$ cat src/rtl/elevator_pkg.sv
// Shared types and default timing for the elevator scheduler slice.
// Latency: n/a (declarations only).
// Backpressure: n/a.
package elevator_pkg;

    typedef enum logic [1:0] {
        IDLE      = 2'b00,
        MOVE_UP   = 2'b01,
        MOVE_DOWN = 2'b10,
        DOOR_OPEN = 2'b11
    } state_t;

    localparam int DEF_NUM_FLOORS  = 16;
    localparam int DEF_FLOOR_W     = 4;
    localparam int DEF_MOVE_CYCLES = 4;
    localparam int DEF_DOOR_CYCLES = 8;

endpackage

$ cat src/rtl/elevator_scheduler_if.sv
// Floor-call input and car status bundle between button decoder, scheduler and drive logic.
// Latency: n/a (wires only).
// Backpressure: none; req_valid is a strobe sampled on every edge.
interface elevator_scheduler_if #(
    parameter int NUM_FLOORS = 16,
    parameter int FLOOR_W    = 4
);
    logic                  req_valid;
    logic [FLOOR_W-1:0]    req_floor;
    logic [FLOOR_W-1:0]    car_floor;
    logic                  dir_up;
    logic                  moving;
    logic                  door_open;
    logic                  arrived;
    logic [NUM_FLOORS-1:0] pending;

    modport master (
        output req_valid, req_floor,
        input  car_floor, dir_up, moving, door_open, arrived, pending
    );

    modport slave (
        input  req_valid, req_floor,
        output car_floor, dir_up, moving, door_open, arrived, pending
    );
endinterface

$ cat src/rtl/elevator_scan_lookup.sv
// Splits the pending-call bitmap around the car: any call above, below, or at the car floor.
// Latency: combinational.
// Backpressure: none.
module elevator_scan_lookup #(
    parameter int NUM_FLOORS = 16,
    parameter int FLOOR_W    = 4
) (
    input  logic [NUM_FLOORS-1:0] pending,
    input  logic [FLOOR_W-1:0]    car_floor,
    output logic                  above,
    output logic                  below,
    output logic                  here
);
    // OR-reduce the bitmap on each side of the car floor
    always_comb begin
        above = 1'b0;
        below = 1'b0;
        here  = 1'b0;
        for (int i = 0; i < NUM_FLOORS; i++) begin
            if (i > int'(car_floor)) above = above | pending[i];
            if (i < int'(car_floor)) below = below | pending[i];
            if (i == int'(car_floor)) here = pending[i];
        end
    end
endmodule

$ cat src/rtl/elevator_scheduler.sv
// SCAN call scheduler: latches floor calls, steps the car one floor per MOVE_CYCLES, opens door per stop.
// Latency: call in IDLE -> moving one edge later; first floor change MOVE_CYCLES edges after that.
// Backpressure: none; every strobe is captured, duplicates and out-of-range floors are absorbed.
module elevator_scheduler
    import elevator_pkg::*;
#(
    parameter int NUM_FLOORS  = DEF_NUM_FLOORS,
    parameter int FLOOR_W     = DEF_FLOOR_W,
    parameter int MOVE_CYCLES = DEF_MOVE_CYCLES,
    parameter int DOOR_CYCLES = DEF_DOOR_CYCLES
) (
    input  logic                 clk,
    input  logic                 reset,
    elevator_scheduler_if.slave  bus
);
    localparam int MOVE_W = (MOVE_CYCLES > 1) ? $clog2(MOVE_CYCLES) : 1;
    localparam int DOOR_W = (DOOR_CYCLES > 1) ? $clog2(DOOR_CYCLES) : 1;
    localparam logic [MOVE_W-1:0]  MOVE_LAST = MOVE_W'(MOVE_CYCLES - 1);
    localparam logic [DOOR_W-1:0]  DOOR_LAST = DOOR_W'(DOOR_CYCLES - 1);
    localparam logic [FLOOR_W-1:0] TOP_FLOOR = FLOOR_W'(NUM_FLOORS - 1);

    state_t                state;
    logic [FLOOR_W-1:0]    car_floor;
    logic [FLOOR_W-1:0]    next_floor;
    logic                  dir_up;
    logic                  moving;
    logic                  door_open;
    logic                  arrived;
    logic [NUM_FLOORS-1:0] pending;
    logic [NUM_FLOORS-1:0] set_vec;
    logic [NUM_FLOORS-1:0] clr_vec;
    logic [NUM_FLOORS-1:0] next_sel;
    logic [NUM_FLOORS-1:0] cur_sel;
    logic [MOVE_W-1:0]     move_tmr;
    logic [DOOR_W-1:0]     door_tmr;
    logic                  above;
    logic                  below;
    logic                  here;
    logic                  req_ok;
    logic                  req_here;
    logic                  step;
    logic                  hit_next;
    logic                  ahead;
    logic                  behind;

    elevator_scan_lookup #(
        .NUM_FLOORS (NUM_FLOORS),
        .FLOOR_W    (FLOOR_W)
    ) u_lookup (
        .pending   (pending),
        .car_floor (car_floor),
        .above     (above),
        .below     (below),
        .here      (here)
    );

    // Decode the incoming call and the floor the car is about to reach.
    // A call for the floor the car is parked or open at is served directly and never latched.
    always_comb begin
        req_ok     = bus.req_valid && (int'(bus.req_floor) < NUM_FLOORS);
        req_here   = req_ok && (bus.req_floor == car_floor) &&
                     ((state == IDLE) || (state == DOOR_OPEN));
        step       = ((state == MOVE_UP) || (state == MOVE_DOWN)) && (move_tmr == MOVE_LAST);
        next_floor = (state == MOVE_UP) ? car_floor + FLOOR_W'(1) : car_floor - FLOOR_W'(1);
        ahead      = dir_up ? above : below;
        behind     = dir_up ? below : above;
        for (int i = 0; i < NUM_FLOORS; i++) begin
            next_sel[i] = (FLOOR_W'(i) == next_floor);
            cur_sel[i]  = (FLOOR_W'(i) == car_floor);
            set_vec[i]  = req_ok && !req_here && (FLOOR_W'(i) == bus.req_floor);
        end
        hit_next = |(pending & next_sel);
    end

    // Pick the bit being served this edge; clearing overrides a same-edge set of that floor
    always_comb begin
        clr_vec = '0;
        if (step && hit_next)
            clr_vec = next_sel;
        else if ((state == IDLE) && here)
            clr_vec = cur_sel;
    end

    // Car sequencer: pending capture, SCAN direction choice, move and door timers
    always_ff @(posedge clk) begin
        if (reset) begin
            state     <= IDLE;
            car_floor <= '0;
            dir_up    <= 1'b1;
            moving    <= 1'b0;
            door_open <= 1'b0;
            arrived   <= 1'b0;
            pending   <= '0;
            move_tmr  <= '0;
            door_tmr  <= '0;
        end else begin
            pending <= (pending | set_vec) & ~clr_vec;
            arrived <= 1'b0;
            case (state)
                IDLE: begin
                    if (here || req_here) begin
                        state     <= DOOR_OPEN;
                        door_open <= 1'b1;
                        arrived   <= 1'b1;
                        door_tmr  <= '0;
                    end else if (above && (dir_up || !below)) begin
                        state    <= MOVE_UP;
                        dir_up   <= 1'b1;
                        moving   <= 1'b1;
                        move_tmr <= '0;
                    end else if (below) begin
                        state    <= MOVE_DOWN;
                        dir_up   <= 1'b0;
                        moving   <= 1'b1;
                        move_tmr <= '0;
                    end
                end
                MOVE_UP, MOVE_DOWN: begin
                    if (step) begin
                        car_floor <= next_floor;
                        move_tmr  <= '0;
                        if (hit_next) begin
                            state     <= DOOR_OPEN;
                            moving    <= 1'b0;
                            door_open <= 1'b1;
                            arrived   <= 1'b1;
                            door_tmr  <= '0;
                        end
                    end else begin
                        move_tmr <= move_tmr + MOVE_W'(1);
                    end
                end
                DOOR_OPEN: begin
                    if (req_here) begin
                        door_tmr <= '0;
                    end else if (door_tmr == DOOR_LAST) begin
                        door_open <= 1'b0;
                        if (ahead) begin
                            state    <= dir_up ? MOVE_UP : MOVE_DOWN;
                            moving   <= 1'b1;
                            move_tmr <= '0;
                        end else if (behind) begin
                            state    <= dir_up ? MOVE_DOWN : MOVE_UP;
                            dir_up   <= !dir_up;
                            moving   <= 1'b1;
                            move_tmr <= '0;
                        end else begin
                            state <= IDLE;
                        end
                    end else begin
                        door_tmr <= door_tmr + DOOR_W'(1);
                    end
                end
                default: state <= IDLE;
            endcase
        end
    end

    // A move is only started toward a pending call, so it never runs off either end
    assert property (@(posedge clk) disable iff (reset)
        (state == MOVE_UP) |-> (car_floor != TOP_FLOOR));
    assert property (@(posedge clk) disable iff (reset)
        (state == MOVE_DOWN) |-> (car_floor != '0));

    assign bus.car_floor = car_floor;
    assign bus.dir_up    = dir_up;
    assign bus.moving    = moving;
    assign bus.door_open = door_open;
    assign bus.arrived   = arrived;
    assign bus.pending   = pending;

endmodule
$ cat src/flat_wrapper.sv
// flat-port wrapper written by rule: the top's interface ports become plain ports
module elevator_scheduler_flat import elevator_pkg::*;
#(
    parameter int NUM_FLOORS  = DEF_NUM_FLOORS,
    parameter int FLOOR_W     = DEF_FLOOR_W,
    parameter int MOVE_CYCLES = DEF_MOVE_CYCLES,
    parameter int DOOR_CYCLES = DEF_DOOR_CYCLES
)
  (clk, reset, bus_req_valid, bus_req_floor, bus_car_floor, bus_dir_up, bus_moving, bus_door_open, bus_arrived, bus_pending);
  elevator_scheduler_if #(.NUM_FLOORS(NUM_FLOORS), .FLOOR_W(FLOOR_W)) bus_i ();
  input  logic clk;
  input  logic reset;
  input wire logic [$bits(bus_i.req_valid)-1:0] bus_req_valid;
  input wire logic [$bits(bus_i.req_floor)-1:0] bus_req_floor;
  output wire logic [$bits(bus_i.car_floor)-1:0] bus_car_floor;
  output wire logic [$bits(bus_i.dir_up)-1:0] bus_dir_up;
  output wire logic [$bits(bus_i.moving)-1:0] bus_moving;
  output wire logic [$bits(bus_i.door_open)-1:0] bus_door_open;
  output wire logic [$bits(bus_i.arrived)-1:0] bus_arrived;
  output wire logic [$bits(bus_i.pending)-1:0] bus_pending;
  assign bus_i.req_valid = bus_req_valid;
  assign bus_i.req_floor = bus_req_floor;
  assign bus_car_floor = bus_i.car_floor;
  assign bus_dir_up = bus_i.dir_up;
  assign bus_moving = bus_i.moving;
  assign bus_door_open = bus_i.door_open;
  assign bus_arrived = bus_i.arrived;
  assign bus_pending = bus_i.pending;
  elevator_scheduler #(.NUM_FLOORS(NUM_FLOORS), .FLOOR_W(FLOOR_W), .MOVE_CYCLES(MOVE_CYCLES), .DOOR_CYCLES(DOOR_CYCLES)) u_core (.clk(clk), .reset(reset), .bus(bus_i));
endmodule
$ cat config.mk
export PLATFORM = sky130hd
export DESIGN_NAME = elevator_scheduler_flat
export DESIGN_NICKNAME = d
export VERILOG_FILES = /design/src/rtl/elevator_pkg.sv /design/src/rtl/elevator_scheduler_if.sv /design/src/rtl/elevator_scan_lookup.sv /design/src/rtl/elevator_scheduler.sv /design/src/flat_wrapper.sv
export SDC_FILE = /design/constraint.sdc
export NUM_CORES = 1
export LEC_CHECK = 0
export CAP_MARGIN = 20
export CELL_PAD_IN_SITES_DETAIL_PLACEMENT = 1
export CELL_PAD_IN_SITES_GLOBAL_PLACEMENT = 2
export CORE_MARGIN = 2
export CORE_UTILIZATION = 36
export CTS_CLUSTER_SIZE = 16
export DETAILED_ROUTE_END_ITERATION = 8
export PLACE_DENSITY = 0.95
export SKIP_LAST_GASP = 1
export SYNTH_ARGS = -nofsm -noshare
export SYNTH_HDL_FRONTEND = slang
export SYNTH_HIERARCHICAL = 1
export SYNTH_SLANG_ARGS = --single-unit
$ cat constraint.sdc
create_clock -name clk -period 9.4 [get_ports clk]
set_input_delay 1.41 -clock clk [delete_from_list [all_inputs] [get_ports clk]]
set_output_delay 1.41 -clock clk [all_outputs]
set_load 0.02 [all_outputs]
==> impl_metrics.ini <==
[run_status]
status = complete, no violations

[synth]
syn_area_per_cell_um2 = 7.60
synthCells = 364
post_synth_and_or_nand_nor_area_fraction_pct = 23.1
synth.area.top_cells = dfxtp_1, a21oi_1, ha_1
synth_top_cell_by_area = dfxtp_1
syn_nets = 382
netlist.area_leader.share_pct = 22.4
ys_warn_count = 6
netlist_area_um2 = 2770
synth_edf_count = 0
yosysUniqueCellTypes = 60
synthMuxAreaShare_pct = 6.06
ys_async_sr_fraction_pct = 0
synthXorXnorAreaFrac_pct = 2.85
synth_compound_area_share_pct = 33.1
synth-seq-cells = 31
yosysSeqAreaShare_pct = 22.4
synth_top_family_by_area = compound AO/OA/AOI/OAI gates
ys.flop_type = dfxtp_1
synth_fa_ha_area_share_pct = 4.98

[layout]
final_util_pct = 43.2
syn_to_final_growth_pct = 14.4
final_cell_mix = a21oi_1, dfxtp_1, clkdlybuf4s50_1
multiInputGateArea_um2 = 1950
num_antenna_cells = 0
layout_commonest_cell = a21oi_1
nNetsFinal = 396
drive_above_1_share_pct = 6.60
fillers = 905
regArea_um2 = 621

[place]
hpwl_um = 6830
io_buffers = 30
gp_congestion = 0.851

[worst_hold_path]
min_path_type = reg -> reg

[clock_network]
clkTransAtPathRegs_ps = 70
cts_buffers = 5
htreeDepth = 2
tritoncts = yes
clk_path_buf_depth = 2
clock_latency_ps = 280
clkSinkCount = 31
postCtsSetupRepairBufs = 0
cts-resized-gates = 0
cts_hold_buf = 0
cts-root-buf = clkbuf_8

[timing]
finClkSkew_ps = 5.79
setup_viol = 0
tns_ps = 0
worst_slew_pin_slew_ps = 1030
fin_crit_ps = 4390
fin_crit_sh_pct = 46.7
rsz0062_at_grt = no
final_hold_viol_count = 0
fmax_mhz = 228
slew_headroom_pct = 31.3
slew_viol_final = 0

[grt]
grt_pass1_wl_um = 15700
first_global_vias = 2978
grt_start_max_net_pins = 41
overflow = 0
grt_antenna_before_repair = 0
grt_usage_pct = 23.2

[die]
die_h_um = 91.7
core_area_um2 = 7330
initial_core_util_pct = 37.7
rows = 31
dieArea_um2 = 8400
die-width_um = 91.7
io_pins = 31

[drt]
drc = 0
dr.first_iter.drc_count = 167
first_pass_iters = 4
vias = 2964
wl_per_cell_um = 20.3
antenna_left = 0
viasPerCell = 6.20
wl_um = 9720

[worst_setup_path]
startpoint_type = flip-flop
end_kind = flip-flop
crit_path_cell_trace = inv_1 > ha_1 > xor2_1 > nand2_1 > or3_1 > o2111ai_1 > a211oi_4 > buf_4 > a2111oi_1 > o221a_2
cp_slowest_stage_delay_ps = 1010
cp_data_arrival_time_ps = 4630
crit_fanout = 34
worstPathRequired_ps = 9630
slowest_stage = dfxtp_1
crit_type = reg -> reg

[power]
irDropWorstVdd_mv = 0.0528
p_per_area_nw_per_um2 = 156
p_leak_uw = 0.00103

[job]
maxCapViolCount = 0
-- flip-flops by register name (all words and copies together), names as in the netlist --
| register | cells |
|---|---|
| u_core/bus.arrived | 1 |
| u_core/state | 2 |
| u_core/bus.dir_up | 1 |
| u_core/move_tmr | 2 |
| u_core/bus.door_open | 1 |
| u_core/bus.car_floor | 4 |
| u_core/bus.pending | 16 |
| u_core/bus.moving | 1 |
| u_core/door_tmr | 3 |
-- cell type report --
| class | count | area share, % |
|---|---|---|
| Clock buffer | 7 | 2.41 |
| Clock inverter | 1 | 0.158 |
| Inverter | 15 | 1.78 |
| Multi-Input combinational cell | 290 | 61.5 |
| Sequential cell | 31 | 19.6 |
| Tap cell | 99 | 3.91 |
| Timing Repair Buffer | 35 | 10.7 |
-- routing by layer --
| metal | vias up | wire length (um) | global-route usage [%] |
|---|---|---|---|
| met5 | - | 0 | 0 |
| met4 | 0 | 211 | 8.08 |
| met2 | 98 | 4470 | 37.1 |
| met1 | 1445 | 4590 | 32.3 |
| li1 | 1400 | - | - |
| met3 | 21 | 438 | 2.79 |
-- synth_stat cells, types with 2 or more instances --
| cell type | count |
|---|---|
| dfxtp_1 | 31 |
| buf_4 | 3 |
| a211oi_1 | 5 |
| and4bb_2 | 2 |
| a21o_1 | 3 |
| mux2_2 | 2 |
| mux2i_1 | 10 |
| nand3_1 | 9 |
| o311a_1 | 2 |
| and2_1 | 3 |
| xor2_1 | 2 |
| nand2b_1 | 4 |
| o22ai_1 | 5 |
| and3_1 | 6 |
| or3_1 | 4 |
| o211ai_1 | 2 |
| a211o_1 | 12 |
| nand4_1 | 5 |
| mux4_2 | 2 |
| nor2_1 | 27 |
| a31oi_1 | 6 |
| o31ai_1 | 5 |
| nand2_1 | 28 |
| a311oi_1 | 12 |
| nor2b_1 | 11 |
| o2111ai_1 | 4 |
| ha_1 | 11 |
| a21oi_1 | 32 |
| clkbuf_1 | 12 |
| nor3_1 | 20 |
| o221a_2 | 4 |
| buf_2 | 9 |
| o21ai_0 | 20 |
| buf_1 | 2 |
| inv_1 | 15 |
| a21boi_0 | 3 |
| or2b_1 | 2 |
| xnor2_1 | 7 |
-- worst paths after layout --
check                                                  endpoint  cells after the start  slack, ps                                  from
worst max-delay path               u_core/state[1]$_SDFFE_PP0P_                     10       5010  u_core/bus.car_floor[1]$_SDFFE_PP0P_
worst max register to register     u_core/state[1]$_SDFFE_PP0P_                     10       5010  u_core/bus.car_floor[1]$_SDFFE_PP0P_
worst min-delay path            u_core/door_tmr[2]$_SDFFE_PP0P_                      2        470       u_core/door_tmr[2]$_SDFFE_PP0P_
worst min register to register  u_core/door_tmr[2]$_SDFFE_PP0P_                      2        470       u_core/door_tmr[2]$_SDFFE_PP0P_
-- cells by family (layout without fill, tap and decap cells) --
group / count (synthesis) / after routing
xor gates and xnor gates: 9 / 9
and+or+nand+nor: 126 / 126
DFF: 31 / 31
AOI/OAI and AO/OA: 130 / 130
muxes: 14 / 14
adders and majority gates: 11 / 11
buffers and inverters: 43 / 58
-- critical path, delay by kind of cell (launching register included) --
family,cells,cell delay (ps)
DFF,1,1010
AOI/OAI and AO/OA,4,980
xor gates and xnor gates,1,750
and+or+nand+nor,2,740
buffers and inverters,2,480
adders and majority gates,1,370
-- through the flow --
stage	hold WS (ps)	cells	setup WS, ps	power, uW	area [um2]
floorplan	436	364	6250	327	2770
global placement	449	470	5300	384	3080
detailed placement	464	470	5210	391	3080
CTS	474	478	5180	495	3170
global route	498	478	4750	527	3170
finish	469	478	5010	495	3170
-- power breakdown --
part           total (uW)  internal (uW)  switching [uW]
clock network         103           51.9            51.2
registers             153            143            10.1
logic                 239           83.0             156
No activity file was read; power rests on OpenSTA's default activity.
